`src/rtl/id_ex_stage.sv`:
```
// ID->EX pipeline register: regfile read addressing, operand select, RAW hazard stall, valid/ready handshake with flush.
// Optional macro ID_EX_FORWARD_EN enables EX/MEM and WB bypassing; otherwise per-register pending counters interlock.
module id_ex_stage #(
    parameter int DATA_W = 32,
    parameter int ADDR_W = 5
) (
    input  logic              clk,
    input  logic              rst,
    input  logic              id_valid,
    output logic              id_ready,
    input  logic [31:0]       id_pc,
    input  logic [ADDR_W-1:0] id_rs1,
    input  logic [ADDR_W-1:0] id_rs2,
    input  logic              id_use_rs1,
    input  logic              id_use_rs2,
    input  logic [ADDR_W-1:0] id_rd,
    input  logic              id_rd_we,
    input  logic              id_is_load,
    input  logic [DATA_W-1:0] id_imm,
    input  logic [3:0]        id_alu_op,
    output logic [ADDR_W-1:0] raddr1,
    output logic [ADDR_W-1:0] raddr2,
    input  logic [DATA_W-1:0] rdata1,
    input  logic [DATA_W-1:0] rdata2,
    input  logic [ADDR_W-1:0] exm_rd,
    input  logic              exm_rd_we,
    input  logic              exm_is_load,
    input  logic [DATA_W-1:0] exm_data,
    input  logic [ADDR_W-1:0] wb_waddr,
    input  logic [DATA_W-1:0] wb_wdata,
    input  logic              wb_we,
    input  logic              flush,
    output logic              ex_valid,
    input  logic              ex_ready,
    output logic [31:0]       ex_pc,
    output logic [DATA_W-1:0] ex_op_a,
    output logic [DATA_W-1:0] ex_op_b,
    output logic [DATA_W-1:0] ex_imm,
    output logic [ADDR_W-1:0] ex_rd,
    output logic              ex_rd_we,
    output logic              ex_is_load,
    output logic [3:0]        ex_alu_op
);
    localparam int NREG = 2**ADDR_W;

    logic              ex_valid_reg;
    logic [31:0]       ex_pc_reg;
    logic [DATA_W-1:0] ex_op_a_reg, ex_op_b_reg, ex_imm_reg;
    logic [ADDR_W-1:0] ex_rd_reg;
    logic              ex_rd_we_reg, ex_is_load_reg;
    logic [3:0]        ex_alu_op_reg;

    logic                   stall, fire;
    logic [1:0][ADDR_W-1:0] src_idx;
    logic [1:0]             src_use;
    logic [1:0][DATA_W-1:0] src_rf, src_op;
    logic [1:0]             src_blk, src_haz;

    assign raddr1  = id_rs1;
    assign raddr2  = id_rs2;
    assign src_idx = {id_rs2, id_rs1};
    assign src_use = {id_use_rs2, id_use_rs1};
    assign src_rf  = {rdata2, rdata1};

`ifndef ID_EX_FORWARD_EN
    // Outstanding writers per register; a source is usable only once its count drains to zero.
    logic [NREG-1:0][1:0] pend_reg, pend_next;
    logic                 inc_en, wb_dec_en, fl_dec_en;
    logic                 unused_nofwd;

    assign inc_en    = fire && id_rd_we && (id_rd != '0);
    assign wb_dec_en = wb_we && (wb_waddr != '0);
    assign fl_dec_en = flush && ex_valid_reg && ex_rd_we_reg && (ex_rd_reg != '0);
    assign unused_nofwd = ^{exm_rd, exm_rd_we, exm_is_load, exm_data, wb_wdata};

    generate
        for (genvar gi = 0; gi < NREG; gi++) begin : g_pend
            logic inc_hit, wb_hit, fl_hit;
            assign inc_hit = inc_en && (id_rd == ADDR_W'(gi));
            assign wb_hit  = wb_dec_en && (wb_waddr == ADDR_W'(gi));
            assign fl_hit  = fl_dec_en && (ex_rd_reg == ADDR_W'(gi));
            assign pend_next[gi] = pend_reg[gi] + {1'b0, inc_hit} - {1'b0, wb_hit} - {1'b0, fl_hit};
        end
    endgenerate

    always_ff @(posedge clk or negedge rst) begin
        if (!rst) begin
            pend_reg <= '0;
        end else begin
            pend_reg <= pend_next;
        end
    end
`endif

    generate
        for (genvar gi = 0; gi < 2; gi++) begin : g_src
`ifdef ID_EX_FORWARD_EN
            // Youngest producer wins; a load still in EX/MEM has no data yet and must not bypass.
            assign src_op[gi] = (src_idx[gi] == '0) ? '0 :
                                (exm_rd_we && !exm_is_load && (exm_rd == src_idx[gi])) ? exm_data :
                                (wb_we && (wb_waddr == src_idx[gi])) ? wb_wdata :
                                src_rf[gi];
            assign src_blk[gi] = (ex_valid_reg && ex_rd_we_reg && (ex_rd_reg == src_idx[gi])) ||
                                 (exm_rd_we && exm_is_load && (exm_rd == src_idx[gi]));
`else
            assign src_op[gi]  = (src_idx[gi] == '0) ? '0 : src_rf[gi];
            assign src_blk[gi] = (pend_reg[src_idx[gi]] != 2'd0);
`endif
            assign src_haz[gi] = src_use[gi] && (src_idx[gi] != '0) && src_blk[gi];
        end
    endgenerate

    assign stall    = |src_haz;
    assign id_ready = !stall && (!ex_valid_reg || ex_ready) && !flush;
    assign fire     = id_valid && id_ready;

    always_ff @(posedge clk or negedge rst) begin
        if (!rst) begin
            ex_valid_reg   <= 1'b0;
            ex_pc_reg      <= '0;
            ex_op_a_reg    <= '0;
            ex_op_b_reg    <= '0;
            ex_imm_reg     <= '0;
            ex_rd_reg      <= '0;
            ex_rd_we_reg   <= 1'b0;
            ex_is_load_reg <= 1'b0;
            ex_alu_op_reg  <= '0;
        end else begin
            if (flush) begin
                ex_valid_reg <= 1'b0;
            end else if (fire) begin
                ex_valid_reg <= 1'b1;
            end else if (ex_ready) begin
                ex_valid_reg <= 1'b0;
            end
            // Data fields only move on an accepted instruction; a flush leaves them stale.
            if (fire) begin
                ex_pc_reg      <= id_pc;
                ex_op_a_reg    <= src_op[0];
                ex_op_b_reg    <= src_op[1];
                ex_imm_reg     <= id_imm;
                ex_rd_reg      <= id_rd;
                ex_rd_we_reg   <= id_rd_we;
                ex_is_load_reg <= id_is_load;
                ex_alu_op_reg  <= id_alu_op;
            end
        end
    end

    assign ex_valid   = ex_valid_reg;
    assign ex_pc      = ex_pc_reg;
    assign ex_op_a    = ex_op_a_reg;
    assign ex_op_b    = ex_op_b_reg;
    assign ex_imm     = ex_imm_reg;
    assign ex_rd      = ex_rd_reg;
    assign ex_rd_we   = ex_rd_we_reg;
    assign ex_is_load = ex_is_load_reg;
    assign ex_alu_op  = ex_alu_op_reg;
endmodule

```
`config.mk`:
```
export PLATFORM = sky130hd
export DESIGN_NAME = id_ex_stage
export DESIGN_NICKNAME = d
export VERILOG_FILES = /design/src/rtl/id_ex_stage.sv
export SDC_FILE = /design/constraint.sdc
export NUM_CORES = 1
export LEC_CHECK = 0
export ABC_AREA = 1
export ABC_CLOCK_PERIOD_IN_PS = 2700
export CORE_MARGIN = 2
export CORE_UTILIZATION = 46
export CTS_CLUSTER_SIZE = 24
export DETAILED_ROUTE_END_ITERATION = 16
export PLACE_DENSITY = 0.82
export SYNTH_ARGS = -nofsm -noshare
export SYNTH_HDL_FRONTEND = slang
export SYNTH_SLANG_ARGS = --single-unit
```
`constraint.sdc`:
```
create_clock -name clk -period 2.7 [get_ports clk]
set_clock_uncertainty 0.1 [all_clocks]
set_input_delay 0.405 -clock clk [delete_from_list [all_inputs] [get_ports clk]]
set_output_delay 0.405 -clock clk [all_outputs]
set_load 0.1 [all_outputs]
```
==> results.json, run 1 <==
{
  "antenna_left": 0,
  "synth.avg_cell_area_sq_um": 8.548,
  "syn2layout_area_growth_pct": 45.93,
  "worst_r2r_path_depth": 19,
  "grt_setup_unrepaired": "yes",
  "yosysWarnings": 0,
  "comb_power_share_pct": 53.6,
  "starting_density_of_the_core_pct": 46.87,
  "critical_path_capture_point_type": "output pin",
  "max_stage_delay_ps": 400,
  "report.final.hold_viol_count": 0,
  "criticalPathCategory": "reg2out",
  "antenna_found_initial": 0,
  "worst_max_slew_margin_expressed_relative_to_the_limit_pct": 51.57,
  "synthesis.instances": 1245,
  "floorplan.io_pins": 384,
  "grt_pass1_wl_um": 54580,
  "fmax_ghz": 0.3657,
  "routed_wl_um": 36690,
  "critical_path_fanouts_max": 2,
  "floorplan.core_area_sq_um": 22710,
  "grt_max_degree": 69,
  "first_pass_iters": 5,
  "clock_tree.htree_level_count": 1,
  "cp-start-kind": "flop",
  "clockBufferDepth": 3,
  "gp_congestion": 0.9716,
  "power.density_cell_area_nw_per_um2": 1159,
  "synth_sequential_area_ratio_pct": 47.97,
  "top_reg_cell_synth": "sky130_fd_sc_hd__dfrtp_1",
  "globalRouteOverflowTotal": 0,
  "global_route.usage.total_pct": 28.92,
  "clock_insertion_delay_worst_skew_ps": 510,
  "clk_pin_slew_worst_paths_ps": 60,
  "detailedRoute.firstIterationViolations": 747,
  "finish.net_count": 1936,
  "fin_crit_sh_pct": 101.3,
  "die_x_um": 156.1,
  "power.switching_fraction_pct": 53.03,
  "timing.critical_path.slowest_stage_cell": "sky130_fd_sc_hd__dfrtp_1",
  "num_cts_buffers": 23,
  "fin_ws_ps": -34.85,
  "synth_seq_cells": 204,
  "die_boundary_height_um": 156.1,
  "fin_area_sq_um": 15530,
  "crit_path_cell_trace": "nor2_2 -> buf_6 -> nand2_2 -> nand2_2 -> nor2_2 -> nor2_1 -> nand2_1 -> nand2_1 -> nor2_1 -> nor2_1 -> nor2_2 -> nor2_4 -> buf_6 -> buf_12",
  "report.final.setup_viol": 2,
  "total_power_mw": 18.01,
  "final.min_clock_period_ps": 2735,
  "drv.max_cap_violation_count": 0,
  "sw_power_mw": 9.548,
  "status": "finished with violations",
  "die_area_sq_um": 24370,
  "routedWlPerCell_um": 18.89,
  "violations": "negative setup slack",
  "max_slew.worst_pin.slew_ps": 726.5,
  "fraction_of_layout_cells_with_a_size_suffix_above_1_pct": 21.74,
  "total_vias_in_the_final_route": 10182,
  "timing.critical_path.required_ps": 2190,
  "cts_tree": "yes",
  "numPortBuffers": 312,
  "hold-path-cell-count": 3,
  "dpl_cell_area_sq_um": 14350,
  "sequential_share_of_power_pct": 28.3,
  "utilization_after_layout_pct": 68.39,
  "cts_sinks": 204,
  "hpwlAfterDp_um": 26690,
  "internal_power_mw": 8.458,
  "fraction_of_registers_with_async_set_or_reset_after_synthesis_pct": 100.0,
  "detailedPlace.worstSlack_ps": -516.4,
  "netlist_area_sq_um": 10640,
  "ir_worst_vdd_mv": 1.084,
  "first_global_vias": 10085,
  "synth-edff-count": 0,
  "hp-class": "in2reg",
  "clock_power_share_pct": 18.1,
  "reported_leakage_power_nw": 7.804,
  "rows": 55,
  "arrival_ps": 2230,
  "ctsRootBufferMaster": "sky130_fd_sc_hd__clkbuf_16",
  "synth_cell_type_count": 27,
  "finalMaxSlewViolations": 0,
  "largest_reg_flops": 64,
  "drc": 0,
  "drt-vias-per-instance": 5.243,
  "whs_ps": 180.0
}
## cell families after synthesis
kind of cell	count (synthesis)	share of synthesized area, %
and+or+nand+nor	668	25.75
DFF	204	47.97
buffers and inverters	147	6.701
AOI/OAI and AO/OA	98	4.656
adders and majority gates	64	9.711
xor gates and xnor gates	63	5.184
other	1	0.03524
## routing by layer
layer | global-route usage, % | up-vias | routed length, um
met5 | 0 | - | 0
met2 | 48.04 | 471 | 17960
met4 | 13.94 | 0 | 1875
met3 | 5.250 | 109 | 2891
li1 | - | 4726 | -
met1 | 36.71 | 4876 | 13950
## critical path, delay by kind of cell, from the launching register on
family        cells  cell delay [ps]
buf+inv           3              430
simple gates     11              890
flops             1              400
## path summary, 6_finish.rpt
check	startpoint	endpoint	slack, ps
worst max-delay path	pend_reg[39]	id_ready	-30
worst min-delay path	id_valid	ex_rd_we	180
worst max register to register	pend_reg[39]	pend_reg[25]	0
worst min register to register	pend_reg[27]	pend_reg[27]	370
max in group asynchronous	rst	ex_rd[1]	1470
min in group asynchronous	rst	ex_rd[2]	300
## repair_timing
item,4_1_cts,5_1_grt
pin swaps,6,16
setup endpoints to repair,1,129
gates cloned,1,6
hold endpoints to repair,42,0
setup buffers,6,7
resized for setup,18,40
hold buffers,1,0
## power by group through the flow
stage          Combinational (mW)  Sequential, mW  Clock (mW)
2_1_floorplan                1.85            9.97           0
3_3_place_gp                 9.23            5.05           0
3_5_place_dp                 9.39            5.09           0
4_1_cts                      9.45            5.07        3.29
5_1_grt                      10.1            5.23        3.42
6_report                     9.65            5.10        3.26
## cell usage after synthesis (all sizes together), types with 5 or more instances
| cell | number | area share (%) |
|---|---|---|
| fa | 31 | 5.8 |
| nand3 | 134 | 6.3 |
| xnor2 | 41 | 3.4 |
| nor2 | 119 | 4.2 |
| buf | 40 | 2.9 |
| ha | 33 | 3.9 |
| inv | 83 | 2.9 |
| dfrtp | 204 | 48 |
| o21ai | 88 | 4.1 |
| nand2 | 388 | 14 |
| nand4 | 5 | 0.49 |
| xor2 | 22 | 1.8 |
| a21oi | 8 | 0.38 |
| nor3 | 21 | 0.99 |
| clkbuf | 23 | 0.81 |
## final cells by class
class                      instances  area [sq um]
timing repair buffer             431          3975
multi-input combinational        895          4969
fill                            1813          7178
antenna                            1         2.502
tap                              285         356.6
inverter                          84         319.1
clock inverter                     8         100.1
clock buffer                      34         686.9
sequential                       204          5122
## cells in the final DEF (no fill, tap or decap), drive strengths merged, types with 2 or more instances in the layout
master,netlist,final
dlygate4sd2,0,4
nand2,388,388
xnor2,41,41
inv,83,84
clkinv,1,5
nor2,119,119
xor2,22,22
nor3,21,21
buf,40,266
o21ai,88,88
a21oi,8,8
clkdlybuf4s50,0,154
clkbuf,23,39
fa,31,31
conb,1,2
ha,33,33
nand3,134,134
nand4,5,5
bufinv,0,2
dfrtp,204,204
## metrics by stage
| step | std cells | TNS [ps] |
|---|---|---|
| global placement | 1879 | -54590 |
| finish | 1942 | -39.25 |
| floorplan | 1246 | 0 |
| global route | 1941 | -6659 |
| detailed placement | 1879 | -63320 |
| CTS | 1928 | -8.263 |
Note: power is estimated with default switching activity, not from simulation.
==> run 2, diff against run 1 <==
--- a/config.mk
+++ b/config.mk
@@ -12,6 +12,7 @@
 export CTS_CLUSTER_SIZE = 24
 export DETAILED_ROUTE_END_ITERATION = 16
 export PLACE_DENSITY = 0.82
+export REMOVE_ABC_BUFFERS = 1
 export SYNTH_ARGS = -nofsm -noshare
 export SYNTH_HDL_FRONTEND = slang
 export SYNTH_SLANG_ARGS = --single-unit
==> results.json, run 2 (same netlist as run 1, synthesis figures left out) <==
{
  "ff2ff_setup_slack_ps": 10,
  "cp-start-kind": "flop",
  "cts_sinks": 204,
  "largest_reg_flops": 64,
  "clock_tree.htree_level_count": 1,
  "power.density_cell_area_nw_per_um2": 1158,
  "routed_wl_um": 33650,
  "criticalPathCategory": "reg2out",
  "timing.critical_path.required_ps": 2190,
  "floorplan.core_area_sq_um": 22710,
  "status": "finished with violations",
  "critical_path_capture_point_type": "output pin",
  "comb_power_share_pct": 53.3,
  "detailedRoute.firstIterationViolations": 696,
  "grt_pass1_wl_um": 52630,
  "gp_congestion": 0.9481,
  "global_route.usage.total_pct": 27.77,
  "power.switching_fraction_pct": 53.10,
  "worst_reg2reg_startpoint": "pend_reg[45]",
  "drt-vias-per-instance": 5.166,
  "finish.net_count": 1927,
  "ctsRootBufferMaster": "sky130_fd_sc_hd__clkbuf_16",
  "r2r_end": "pend_reg[63]",
  "hpwlAfterDp_um": 25700,
  "syn2layout_area_growth_pct": 43.52,
  "clk_pin_slew_worst_paths_ps": 60,
  "arrival_ps": 2280,
  "fmax_ghz": 0.3585,
  "reported_leakage_power_nw": 7.710,
  "timing.hold.worst.start": "rdata1[16]",
  "routedWlPerCell_um": 17.45,
  "sequential_share_of_power_pct": 28.7,
  "die_x_um": 156.1,
  "clock_insertion_delay_worst_skew_ps": 520,
  "drv.max_cap_violation_count": 0,
  "violations": "negative setup slack",
  "total_power_mw": 17.69,
  "die_boundary_height_um": 156.1,
  "cts_tree": "yes",
  "total_vias_in_the_final_route": 9961,
  "num_cts_buffers": 24,
  "clockBufferDepth": 3,
  "finalMaxSlewViolations": 0,
  "report.final.setup_viol": 2,
  "worst_r2r_path_depth": 19,
  "most-common-layout-cells": "sky130_fd_sc_hd__nand2_1 (382), sky130_fd_sc_hd__buf_4 (239), sky130_fd_sc_hd__dfrtp_1 (204), sky130_fd_sc_hd__clkdlybuf4s50_1 (155), sky130_fd_sc_hd__nand3_1 (133)",
  "first_pass_iters": 5,
  "floorplan.io_pins": 384,
  "first_global_vias": 10133,
  "sw_power_mw": 9.392,
  "starting_density_of_the_core_pct": 46.87,
  "report.final.hold_viol_count": 0,
  "antenna_left": 0,
  "critical_path_fanouts_max": 2,
  "crit_start": "pend_reg[45]",
  "grt_max_degree": 71,
  "clock_power_share_pct": 18.0,
  "ir_worst_vdd_mv": 1.093,
  "globalRouteOverflowTotal": 0,
  "totalNegativeSetupSlack_ps": -92.30,
  "rows": 55,
  "die_area_sq_um": 24370,
  "fin_ws_ps": -89.69,
  "numPortBuffers": 312,
  "max_slew.worst_pin.slew_ps": 721.7,
  "hp-class": "in2reg",
  "layout.cells.most_common": "sky130_fd_sc_hd__nand2_1",
  "grt_setup_unrepaired": "yes",
  "final.min_clock_period_ps": 2790,
  "hold_path_end": "ex_op_a[16]",
  "detailedPlace.worstSlack_ps": -492.3,
  "antenna_found_initial": 0,
  "diodes": 0,
  "worst_max_slew_margin_expressed_relative_to_the_limit_pct": 51.89,
  "utilization_after_layout_pct": 67.26,
  "fraction_of_layout_cells_with_a_size_suffix_above_1_pct": 19.96,
  "internal_power_mw": 8.296,
  "drc": 0,
  "fin_crit_sh_pct": 103.3,
  "hold-path-cell-count": 3
}
-- run 2: cell types whose count changed in the layout (fill, tap and decap cells not counted), sizes merged --
cell and change:
diode -1, dlygate4sd2 -1, buf -6, clkinvlp +2
clkinv -1, inv +1, clkdlybuf4s50 +1, clkbuf -9
-- run 2: routing by layer --
layer | share of wire, % | up-vias | global-route usage [%] | wire length (um)
met5 | 0 | - | 0 | 0
met4 | 4.7 | 0 | 12.32 | 1572
met3 | 8.6 | 101 | 6.472 | 2880
met2 | 47 | 479 | 47.05 | 15940
met1 | 39 | 4682 | 33.94 | 13260
li1 | - | 4699 | - | -
-- run 2: area by class of cell --
class	instances	area, sq um
clock inverters	10	140.1
fillers	1852	7435
clock buffers	29	649.4
well taps	285	356.6
inverters	84	317.8
flip-flops and latches	204	5105
multi-input cells	895	4918
repair buffers	421	3787
-- run 2: power by group through the flow --
stage          Sequential [mW]  Clock [mW]  Combinational (mW)
2_1_floorplan             9.96           0                1.74
3_3_place_gp              5.03           0                9.19
3_5_place_dp              5.08           0                9.35
4_1_cts                   5.06        3.27                9.40
5_1_grt                   5.22        3.42                9.88
6_report                  5.08        3.19                9.42
-- run 2: metrics by stage --
step           cells  area (sq um)  hold slack (ps)
3_3_place_gp    1884         14350            349.9
4_1_cts         1926         15210            315.2
6_report        1928         15270            337.6
2_1_floorplan   1183         10250            9.409
5_1_grt         1928         15270            328.3
3_5_place_dp    1884         14350            357.0
-- run 2: timing repair --
action                     4_1_cts  5_1_grt
setup buffers                    2        2
gates cloned                     0        0
hold endpoints to repair        58        0
hold buffers                     1        0
gates resized for setup         18       18
pin swaps                        4        5
setup endpoints to repair        1       40
-- run 2: worst max-delay path, stage by stage (launching register included) --
cell and delay, ps:
sky130_fd_sc_hd__dfrtp_1 390, sky130_fd_sc_hd__nor2_1 110, sky130_fd_sc_hd__buf_4 160, sky130_fd_sc_hd__nand2_1 50
sky130_fd_sc_hd__nand2_1 60, sky130_fd_sc_hd__nand2_1 70, sky130_fd_sc_hd__nand3_1 80, sky130_fd_sc_hd__nand2_1 70
sky130_fd_sc_hd__nand2_1 70, sky130_fd_sc_hd__nor2_1 50, sky130_fd_sc_hd__nor2_1 120, sky130_fd_sc_hd__nor2_2 60
sky130_fd_sc_hd__nor2_4 150, sky130_fd_sc_hd__buf_12 140, sky130_fd_sc_hd__buf_12 160
-- run 2: how the worst max path moves through the flow --
stage,cells after the start,slack [ps],end
after global routing,14,-200,id_ready
after floorplan,9,-8330,ex_op_a[31]
final,14,-90,id_ready
after global placement,19,-440,pend_reg[57]
after CTS,14,-90,id_ready
after detailed placement,19,-490,pend_reg[57]
